`src/rtl/cosine_cordic_if.sv`:
```
// Request/response bundle for the CORDIC cosine unit.
interface cosine_cordic_if #(
  parameter int WIDTH = 24
);
  logic             start;
  logic [31:0]      angle;
  logic             busy;
  logic             valid;
  logic [31:0]      result;
  logic [WIDTH+1:0] theta;

  modport master (output start, angle, input busy, valid, result, theta);
  modport slave  (input start, angle, output busy, valid, result, theta);
endinterface

```
`src/rtl/cosine_cordic.sv`:
```
// Iterative rotation-mode CORDIC cosine: float angle -> fixed, WIDTH
// micro-rotations (one per clock), fixed -> float on the final x.
// The atan ROM and float<->fixed shifters are sized for WIDTH=24.
module cosine_cordic #(
  parameter int WIDTH = 24
) (
  input  logic           clk,
  input  logic           rst_n,
  cosine_cordic_if.slave bus
);
  localparam int W2 = WIDTH + 2;
  localparam int IW = $clog2(WIDTH);
  localparam int LW = $clog2(W2);
  localparam logic [W2-1:0] K_INIT = W2'(24'h9B74EE);
  localparam logic [31:0]   QNAN   = 32'h7FC0_0000;
  localparam logic [7:0]    EXP_LO = 8'(127 - WIDTH);

  typedef enum logic [1:0] {IDLE, CONVERT, ITERATE, PACK} state_t;
  state_t state, state_nx;

  logic [31:0]          angle_q;
  logic [W2-1:0]        theta_q;
  logic signed [W2-1:0] x, y, z;
  logic [IW-1:0]        iter;
  logic                 nan_q;
  logic                 valid_q;
  logic [31:0]          result_q;
  logic                 accept;

  // atan(2^-i) in WIDTH fractional bits, rounded to nearest; beyond i=8
  // the series correction is below half an LSB so the entry is 2^(WIDTH-i)
  function automatic logic [W2-1:0] atan_rom(input logic [IW-1:0] i);
    case (i)
      IW'(0):  atan_rom = W2'(24'hC90FDB);
      IW'(1):  atan_rom = W2'(24'h76B19C);
      IW'(2):  atan_rom = W2'(24'h3EB6EC);
      IW'(3):  atan_rom = W2'(24'h1FD5BB);
      IW'(4):  atan_rom = W2'(24'h0FFAAE);
      IW'(5):  atan_rom = W2'(24'h07FF55);
      IW'(6):  atan_rom = W2'(24'h03FFEB);
      IW'(7):  atan_rom = W2'(24'h01FFFD);
      IW'(8):  atan_rom = W2'(24'h010000);
      default: atan_rom = W2'(1) << (WIDTH - int'(i));
    endcase
  endfunction

  // busy covers the whole run including PACK, so a start in the PACK
  // cycle is dropped and the next accept lands on the valid cycle
  assign accept     = bus.start && (state == IDLE);
  assign bus.busy   = (state != IDLE);
  assign bus.valid  = valid_q;
  assign bus.result = result_q;
  assign bus.theta  = theta_q;

  // state register
  always_ff @(posedge clk or negedge rst_n) begin
    if (!rst_n) state <= IDLE;
    else        state <= state_nx;
  end

  // next-state logic
  always_comb begin
    state_nx = state;
    case (state)
      IDLE:    if (accept) state_nx = CONVERT;
      CONVERT: state_nx = ITERATE;
      ITERATE: if (iter == IW'(WIDTH - 1)) state_nx = PACK;
      PACK:    state_nx = IDLE;
      default: state_nx = IDLE;
    endcase
  end

  // float -> fixed: magnitude truncated toward zero, clamped near 2.0
  logic [7:0]    cv_exp;
  logic [22:0]   cv_mant;
  logic [W2-2:0] cv_mag;
  logic [W2-1:0] theta_c;
  logic          nan_c;
  always_comb begin
    cv_exp  = angle_q[30:23];
    cv_mant = angle_q[22:0];
    nan_c   = (cv_exp == 8'hFF) && (cv_mant != '0);
    if (cv_exp < EXP_LO)        cv_mag = '0;
    else if (cv_exp >= 8'd128)  cv_mag = '1;
    else                        cv_mag = {1'b1, cv_mant, 1'b0} >> (8'd127 - cv_exp);
    theta_c = angle_q[31] ? W2'(-{1'b0, cv_mag}) : {1'b0, cv_mag};
  end

  // one micro-rotation, direction from the sign of the residual angle
  logic signed [W2-1:0] x_nx, y_nx, z_nx, xs, ys, at;
  always_comb begin
    xs = x >>> iter;
    ys = y >>> iter;
    at = atan_rom(iter);
    if (!z[W2-1]) begin
      x_nx = x - ys;
      y_nx = y + xs;
      z_nx = z - at;
    end else begin
      x_nx = x + ys;
      y_nx = y - xs;
      z_nx = z + at;
    end
  end

  // fixed -> float on final x: leading-one normalise, truncate mantissa
  logic [W2-1:0] pk_mag, pk_norm;
  logic [LW-1:0] pk_lead;
  logic [31:0]   pack_c;
  always_comb begin
    pk_mag  = x[W2-1] ? W2'(-x) : W2'(x);
    pk_lead = '0;
    for (int p = 0; p < W2; p++) if (pk_mag[p]) pk_lead = LW'(p);
    pk_norm = pk_mag << (LW'(W2 - 1) - pk_lead);
    if (pk_mag == '0) pack_c = '0;
    else              pack_c = {x[W2-1], EXP_LO + 8'(pk_lead), pk_norm[W2-2 -: 23]};
  end

  // datapath registers, advanced by the FSM phase
  always_ff @(posedge clk or negedge rst_n) begin
    if (!rst_n) begin
      angle_q <= '0;
      theta_q <= '0;
      x       <= '0;
      y       <= '0;
      z       <= '0;
      iter    <= '0;
      nan_q   <= 1'b0;
    end else begin
      case (state)
        IDLE: if (accept) angle_q <= bus.angle;
        CONVERT: begin
          theta_q <= theta_c;
          x       <= K_INIT;
          y       <= '0;
          z       <= theta_c;
          iter    <= '0;
          nan_q   <= nan_c;
        end
        ITERATE: begin
          x    <= x_nx;
          y    <= y_nx;
          z    <= z_nx;
          iter <= iter + IW'(1);
        end
        default: ;
      endcase
    end
  end

  // result/valid: updated only on the PACK -> IDLE transition
  always_ff @(posedge clk or negedge rst_n) begin
    if (!rst_n) begin
      valid_q  <= 1'b0;
      result_q <= '0;
    end else begin
      valid_q <= (state == PACK);
      if (state == PACK) result_q <= nan_q ? QNAN : pack_c;
    end
  end
endmodule

```
`src/flat_wrapper.sv`:
```
// flat-port wrapper written by rule: the top's interface ports become plain ports
module cosine_cordic_flat 
#(
  parameter int WIDTH = 24
)
  (clk, rst_n, bus_start, bus_angle, bus_busy, bus_valid, bus_result, bus_theta);
  cosine_cordic_if #(.WIDTH(WIDTH)) bus_i ();
  input  logic clk;
  input  logic rst_n;
  input wire logic [$bits(bus_i.start)-1:0] bus_start;
  input wire logic [$bits(bus_i.angle)-1:0] bus_angle;
  output wire logic [$bits(bus_i.busy)-1:0] bus_busy;
  output wire logic [$bits(bus_i.valid)-1:0] bus_valid;
  output wire logic [$bits(bus_i.result)-1:0] bus_result;
  output wire logic [$bits(bus_i.theta)-1:0] bus_theta;
  assign bus_i.start = bus_start;
  assign bus_i.angle = bus_angle;
  assign bus_busy = bus_i.busy;
  assign bus_valid = bus_i.valid;
  assign bus_result = bus_i.result;
  assign bus_theta = bus_i.theta;
  cosine_cordic #(.WIDTH(WIDTH)) u_core (.clk(clk), .rst_n(rst_n), .bus(bus_i));
endmodule
```
`config.mk`:
```
export PLATFORM = sky130hd
export DESIGN_NAME = cosine_cordic_flat
export DESIGN_NICKNAME = d
export VERILOG_FILES = /design/src/rtl/cosine_cordic_if.sv /design/src/rtl/cosine_cordic.sv /design/src/flat_wrapper.sv
export SDC_FILE = /design/constraint.sdc
export NUM_CORES = 1
export LEC_CHECK = 0
export ABC_CLOCK_PERIOD_IN_PS = 10750
export BUFFER_PORTS_ARGS = -buffer_cell sky130_fd_sc_hd__buf_2
export CAP_MARGIN = 15
export CORE_MARGIN = 2
export CORE_UTILIZATION = 59
export CTS_CLUSTER_DIAMETER = 80
export CTS_CLUSTER_SIZE = 12
export DETAILED_ROUTE_END_ITERATION = 10
export GPL_TIMING_DRIVEN = 0
export PLACE_DENSITY = 0.88
export RECOVER_POWER = 25
export SLEW_MARGIN = 25
export SYNTH_ARGS = -nofsm -noshare
export SYNTH_HDL_FRONTEND = slang
export SYNTH_SLANG_ARGS = --single-unit
export TNS_END_PERCENT = 10
```
`constraint.sdc`:
```
create_clock -name clk -period 10.75 [get_ports clk]
set_clock_uncertainty 0.05 [all_clocks]
set_input_delay 1.6125 -clock clk [delete_from_list [all_inputs] [get_ports clk]]
set_output_delay 1.6125 -clock clk [all_outputs]
set_load 0.02 [all_outputs]
```
[Word level (Yosys, flattened, before mapping)]
Cells that the tools add are included.
Operators by class
  mux-type cells: 42
  $add $sub $neg: 13
  shift-type cells: 5
  eq/ne operators: 15
  magnitude comparators: 2
  reductions and logical operators: 10
Operators by type and width (number)
  26-bit case mux with 9 select lines: 1
  26-bit case mux with 2 select lines: 3
  26-bit 2-to-1 mux: 5
  26-bit adder: 3
  26-bit subtractor: 3
  32-bit 2-to-1 mux: 2
  26-bit by 5-bit >>> shifter with 26-bit output: 2
  25-bit 2-to-1 mux: 2
  5-bit 2-to-1 mux: 10
  4-bit 2-to-1 mux: 8
  1-bit by 32-bit left shift with 26-bit output, first input constant: 1
  26-bit zero test: 1
  25-bit negator with 26-bit output: 1
  26-bit negator: 1
  26-bit by 5-bit left shift with 25-bit output: 1
  25-bit by 8-bit right shift with 25-bit output: 1
  23-bit nonzero test: 1
  5-bit by 3-bit equality test with 1-bit output, second input constant: 4
  3-bit 2-to-1 mux: 4
  5-bit by 2-bit equality test with 1-bit output, second input constant: 2
  5-bit case mux with 2 select lines: 1
  7-bit by 5-bit adder with 8-bit output, first input constant: 1
  8-bit equality test, second input constant: 1
  8-bit greater-or-equal comparator, second input constant: 1
  other kinds (19): 27
Word-level totals
  register bits: 177
  bits of input ports: 35
  output and inout bits: 60

[Logic depth before layout (Yosys ltp)]
Gate-level depths: netlist (run 1).
  word-level depth: 31
  gate-level depth with buffers: 30

[Least setup slack after synthesis (run 1)]
No wires, ideal clock.
  path type: register to register
  from: register u_core.iter[0]
  to: register u_core.z[24]
  path slack: 4.179 ns
  path buffers: 4
  arrival time: 6.438 ns
  period minus slack after synthesis: 6.571 ns
  stages on the path, launching flop included: 28
  required time: 10.617 ns
  library setup time: 0.083 ns
  cell sequence: dfrtp_1 buf_2 clkbuf_1 buf_2 clkbuf_1 inv_1 ha_1 or2_2 a21oi_1 o21ai_0 a2111oi_0 nand2_1 nor3_1 and2_1 a21oi_1 xnor2_1 ha_1 a21o_1 a21oi_1 nor3b_1 o21ai_0 a41oi_1 nor4b_1 o31ai_1 nor4_1 o2111ai_1 o311a_1 o21ai_0
On the way
  cells in the longest elaborated chain, start to end: 6
Ends and longest elaborated chain
  start: declaration: line cosine_cordic.sv:24  | logic [IW-1:0] iter;
  start signal: assignment: line cosine_cordic.sv:144  | iter <= iter + IW'(1);
  5-bit by 5-bit subtractor with 6-bit output: line cosine_cordic.sv:43  | default: atan_rom = W2'(1) << (WIDTH - int'(i));
  1-bit by 32-bit left shift with 26-bit output: line cosine_cordic.sv:43
  26-bit case mux with 9 select lines (*): line cosine_cordic.sv:33  | case (i)
  26-bit subtractor / 26-bit adder (equally long branches): line cosine_cordic.sv:98, cosine_cordic.sv:102
  26-bit 2-to-1 mux (*): line cosine_cordic.sv:95  | if (!z[W2-1]) begin
  26-bit case mux with 2 select lines (*): line cosine_cordic.sv:130  | case (state)
  end signal: assignment: line cosine_cordic.sv:136  | z <= theta_c;
  end signal: assignment: line cosine_cordic.sv:143  | z <= z_nx;
  end: declaration: line cosine_cordic.sv:23  | logic signed [W2-1:0] x, y, z;
Mark *: on every way between the ends. The rest lies on a longest branch, timed or not.
A chain may end at the register's enable or synchronous reset.

[Worst setup path in the final report (run 1)]
Ends and elaborated chain as after synthesis.

==> results.tsv, run 1 <==
metric	value	unit
post-DP HPWL	57.32	mm
sequential share of the synthesized area	22.02	%
Max Freq	109.0	MHz
layout cells sized above 1	15.71	%
Setup TNS	0	ns
grt met2 use	64.01	%
Final nets	2586	
critical setup path kind	reg2reg	
Synth area leaders	dfrtp_1 22%, mux4_2 9.9%, mux2_2 5.9%	
most frequent cell after synthesis	nor2_1	
vias in the first global route	19990	
met3 usage	11.36	%
max-slew violations	91	
Tot GR Track Use	41.97	%
top post-synthesis cells by count	199 x nor2_1, 198 x a21oi_1, 177 x dfrtp_1	
Critical Path Fanout Max	10	
status	finished, violations left	
Worst-Skew Late Latency	0.48	ns
synth warn	0	
first-pass GRT wire length	116.0	mm
core area	33530	um2
Resized Gates After CTS	0	
largest area contributor in the netlist	dfrtp_1	
H-tree levels	4	
Tcrit/Tclk final	85.32	%
Pre-antenna DRT Iters	6	
Worst Tran Pin Value	5.218	ns
io pins	95	
crit path capture type	register	
GP Congestion	1.046	
Post-Synthesis Cells	2342	
DR vias/cell	7.119	
crit start category	register	
Die Y	188.7	um
fin util	64.89	%
min Tclk post-route	9.172	ns
mapped cell area	20120	um2
Worst Setup EP	u_core.z[24]	
Final Setup Violations	0	
Starting Density	60.00	%
hold path start	u_core.bus.result[7]	
total wire length	75.21	mm
library cells used by synthesis	87	
Die Wd	188.7	um
GRT overflow	0	
syn_nets	2471	
register bit count reported by yosys	177	
Reg-to-Reg End	u_core.z[24]	
HP Class	reg2reg	
reg-to-reg startpoint	u_core.iter[0]	
worst relative slew slack	-247.9	%
DRT antenna net count	0	
Worst R2R Setup Slack	1.58	ns
Avg Cell Area, Syn	8.590	um2
met1 GRT Util	56.02	%
Yosys top cell area share	22.02	%
Slowest Stage Delay on Critical Path	0.79	ns
Post-synth EDFFs	0	
Hold Buf Count CTS	0	
crit path max-delay cell type	clkbuf_1	
initial antenna violation count	1	
DRC violations left	0	
WP data required	11.10	ns
fraction of registers with async set/reset	100.0	%
via count	20770	
root buffer cell	clkbuf_16	
failing checks	max-capacitance violations, max-slew violations	
GRT busiest layer	met2	
port bufs	94	
CTS tree	done	
standard-cell rows	67	
Fin. Hold Viols	0	
CTS Buf Count	17	
ANT cells	0	
number of fill cells in the layout	2781	
area grow syn2layout	8.160	%
reg2reg path depth	27	
Primary FF master, synth	dfrtp_1	
Die ar.	35590	um2
Setup Buffers After CTS	0	
Top cell by count, worst path	o21ai_0	
pin count of the biggest net entering global routing	91	
CP startpoint	u_core.iter[0]	
DR WL/cell	25.77	um
clock-pin slew on the worst setup and hold paths	0.08	ns
clk buf depth	2	
RSZ-0062 raised after global routing	false	
CTS Sinks	177	
hold_ws	0.4391	ns
Iteration-0 DRC Markers	2604	
Max Cap Violations	1	
CP Data Arrival Time	9.52	ns
registers in the layout, indices dropped and copies added (netlist names), 2 cells and up:
signal,cells
u_core.angle_q,32
u_core.bus.result,32
u_core.bus.theta,26
u_core.x,26
u_core.y,26
u_core.z,26
u_core.iter,5
u_core.state,2
logic make-up after synthesis:
kind of cell,Yosys count,synth area share [%]
simple gates,696,16.84
compound gates,661,21.92
mux,285,20.31
buf+inv,249,5.050
flops,177,22.02
fa+ha+maj,94,5.958
xor+xnor,180,7.911
worst min path at each step:
stage | end | slack [ns] | depth (start not counted)
after floorplan | u_core.z[16] | 0.41 | 1
after global placement | u_core.bus.result[9] | 0.42 | 1
after detailed placement | u_core.bus.result[5] | 0.42 | 1
after CTS | u_core.bus.result[5] | 0.44 | 1
after global routing | u_core.z[16] | 0.46 | 1
final | u_core.bus.result[7] | 0.44 | 1
placed cells by master (no fill, tap or decap), types with 19 or more instances in the layout:
cell,count
nand2b_1,22
and2_1,31
xnor2_1,110
or3_1,27
inv_1,70
and3_1,22
o22ai_1,21
clkbuf_1,128
o21ai_0,106
ha_1,91
buf_1,24
mux2_2,105
a31oi_1,41
o31ai_1,19
mux2i_1,92
a21o_1,28
xor2_1,68
nor3_1,55
dfrtp_1,177
nor2_1,199
nand2_1,167
nand3_1,57
buf_2,112
o2bb2ai_1,27
mux4_2,88
o21a_1,26
nor2b_1,25
a21oi_1,198
final cells by class:
type | count | area (um2) | share of cell area, %
clock inverter | 14 | 135.1 | 0.6210
clock buffer | 18 | 439.2 | 2.018
timing repair buffer | 96 | 500.5 | 2.300
buffer | 174 | 732.0 | 3.364
tap | 448 | 560.5 | 2.576
sequential | 177 | 4429 | 20.36
inverter | 75 | 284.0 | 1.305
multi-input combinational | 1916 | 14680 | 67.46
layer usage:
metal	vias to the layer above	wire length, um
li1	8993	-
met1	10020	29450
met2	1477	33020
met3	283	9161
met4	2	3560
met5	-	13
per-stage QoR:
step,cells,setup slack (ns),cell area (um2)
2_1_floorplan,2342,4.179,20120
3_3_place_gp,2884,2.100,21150
3_5_place_dp,2886,1.912,21200
4_1_cts,2918,1.863,21770
5_1_grt,2918,0.8724,21760
6_report,2918,1.578,21760
critical path, delay by kind of cell (launching register included):
family	cells	cell delay, ns
XOR/XNOR	1	0.17
adder cells (fa/ha/maj)	2	0.76
buffers and inverters	5	2.63
flip-flops	1	0.54
AO/OA/AOI/OAI	11	2.54
AND/OR/NAND/NOR	8	2.39
Power of run 1 is left out: the tool's default activity adds up to more than one toggle a clock period on the data nets, which glitch-free logic cannot reach.
==> run 2: changes to the inputs <==
--- a/config.mk
+++ b/config.mk
@@ -5,16 +5,16 @@
 export SDC_FILE = /design/constraint.sdc
 export NUM_CORES = 1
 export LEC_CHECK = 0
-export ABC_CLOCK_PERIOD_IN_PS = 10750
-export BUFFER_PORTS_ARGS = -buffer_cell sky130_fd_sc_hd__buf_2
+export ABC_CLOCK_PERIOD_IN_PS = 8000
 export CAP_MARGIN = 15
 export CORE_MARGIN = 2
 export CORE_UTILIZATION = 59
 export CTS_CLUSTER_DIAMETER = 80
 export CTS_CLUSTER_SIZE = 12
 export DETAILED_ROUTE_END_ITERATION = 10
+export DONT_BUFFER_PORTS = 1
 export GPL_TIMING_DRIVEN = 0
-export PLACE_DENSITY = 0.88
+export PLACE_DENSITY = 0.78
 export RECOVER_POWER = 25
 export SLEW_MARGIN = 25
 export SYNTH_ARGS = -nofsm -noshare
==> constraint.sdc (replaced) <==
create_clock -name clk -period 8 [get_ports clk]
set_clock_uncertainty 0.05 [all_clocks]
set_input_delay 1.2 -clock clk [delete_from_list [all_inputs] [get_ports clk]]
set_output_delay 1.2 -clock clk [all_outputs]
set_load 0.02 [all_outputs]
==> results.tsv, run 2 (synthesized netlist as in run 1, its figures left out) <==
metric	value	unit	change
crit path max-delay cell type	o41ai_1		
Worst Tran Pin Value	1.119	ns	-4.100 ns
initial antenna violation count	3		+2
Setup Buffers After CTS	0		unchanged
Pre-antenna DRT Iters	6		unchanged
Die ar.	35590	um2	unchanged
total wire length	73.43	mm	-2.4%
Final nets	2489		-3.8%
Slowest Stage Delay on Critical Path	0.69	ns	-0.10 ns
area grow syn2layout	5.983	%	
Critical Path Fanout Max	10		unchanged
met2 WL	31.26	mm	-5.3%
CTS tree	done		
clock-pin slew on the worst setup and hold paths	0.09	ns	about the same
Iteration-0 DRC Markers	2499		-4.0%
hold_ws	0.3466	ns	-0.09242 ns
CTS Buf Count	17		unchanged
io pins	95		unchanged
Starting Density	60.00	%	unchanged
first-pass GRT wire length	113.0	mm	-2.6%
worst relative slew slack	25.42	%	+270 points
port bufs	0		-100%
commonest non-fill, non-tap cells in the layout	199 x nor2_1, 198 x a21oi_1, 177 x dfrtp_1, 167 x nand2_1, 123 x clkbuf_1		
Max Freq	131.5	MHz	+21%
WP data required	8.27	ns	-2.83 ns
HP Class	in2async		
min Tclk post-route	7.606	ns	-1.565 ns
crit path capture type	register		
Tot GR Track Use	41.06	%	-0.90 points
Tcrit/Tclk final	95.08	%	+9.8 points
ANT cells	0		unchanged
max-slew violations	0		-100%
Die Y	188.7	um	unchanged
crit start category	register		
DRT antenna net count	0		unchanged
root buffer cell	clkbuf_16		
standard-cell rows	67		unchanged
M1 WL	29.75	mm	+1.0%
number of fill cells in the layout	2887		+3.8%
H-tree levels	4		unchanged
DR vias/cell	7.122		about the same
critical setup path kind	reg2reg		
pin count of the biggest net entering global routing	178		+96%
GRT overflow	0		unchanged
via count	20090		-3.3%
Worst-Skew Late Latency	0.49	ns	about the same
status	complete, no violations		
DRC violations left	0		unchanged
layout cells sized above 1	12.64	%	-3.1 points
post-DP HPWL	55.95	mm	-2.4%
worst path cell trace	buf_2 > clkbuf_2 > clkbuf_2 > buf_2 > mux4_2 > mux4_2 > mux2i_1 > o2111ai_1 > nor2_1 > nor2_1 > nor3_1 > xor2_1 > ha_1 > nand3_1 > o31ai_1 > a311oi_1 > o41ai_1 > a311oi_1 > xnor2_1 > mux2i_1 > o22ai_1		
Die Wd	188.7	um	unchanged
most common cell after layout, fill and taps aside	nor2_1		
met3 wire length	8.534	mm	-6.8%
GP Congestion	1.046		about the same
DR WL/cell	26.03	um	+0.98%
Fin. Hold Viols	0		unchanged
core area	33530	um2	unchanged
DR top layer	met5		
RSZ-0062 raised after global routing	false		
fin util	63.59	%	-1.3 points
CTS Sinks	177		unchanged
vias in the first global route	18990		-5.0%
Cell Count Post-Placement	2790		-3.3%
Max Cap Violations	0		-1
CP Data Arrival Time	7.87	ns	-1.65 ns
clk buf depth	2		unchanged
Setup TNS	0	ns	unchanged
Hold Buf Count CTS	0		unchanged
final std cells w/o fill	2821		-3.3%
Final Setup Violations	0		unchanged
==> run 2: area by class of cell <==
type / count / area (um2) / share of cell area, %
Multi-Input combinational cell: 1916 / 14690 / 68.87
Sequential cell: 177 / 4429 / 20.77
Buffer: 173 / 740.7 / 3.474
Tap cell: 448 / 560.5 / 2.629
Clock buffer: 17 / 425.4 / 1.995
Inverter: 75 / 284.0 / 1.332
Clock inverter: 15 / 196.4 / 0.9213
==> run 2: final timing paths <==
path,start,to,slack [ns],cells past startpoint
max reg2reg,u_core.iter[1],u_core.x[25],0.39,21
max,u_core.iter[1],u_core.x[25],0.39,21
min in group clk,u_core.z[16],u_core.z[16],0.45,1
max in group asynchronous,rst_n,u_core.z[20],7.04,0
min reg2reg,u_core.z[16],u_core.z[16],0.45,1
min,rst_n,u_core.bus.result[6],0.35,0
==> run 2: per-stage QoR <==
| step | instance area (um2) | worst slack (ns) |
|---|---|---|
| floorplan | 20120 | 1.429 |
| global placement | 20680 | -0.4415 |
| detailed placement | 20680 | -0.7620 |
| CTS | 21300 | 0.02447 |
| global route | 21320 | 0.03585 |
| finish | 21320 | 0.3935 |
==> run 2: routing by layer <==
metal | vias to the layer above | track usage (%)
li1 | 8787 | -
met1 | 9711 | 56.39
met2 | 1335 | 60.73
met3 | 256 | 10.21
met4 | 2 | 19.56
met5 | - | 0
==> run 2: worst max-delay path: cells and delay by family, from the launching register on <==
family	cells	cell delay, ns
buffers and inverters	4	1.61
adders and majority gates	1	0.39
DFF	1	0.57
AOI/OAI and AO/OA	6	1.95
xor gates and xnor gates	2	0.42
muxes	4	1.45
and+or+nand+nor	4	0.99
==> run 2: what timing repair did <==
action | in CTS | in global routing
setup endpoints to repair | 7 | 10
resized for setup | 1 | 13
gates cloned | 0 | 0
pin swaps | 0 | 0
Power of run 2 is left out for the same reason.
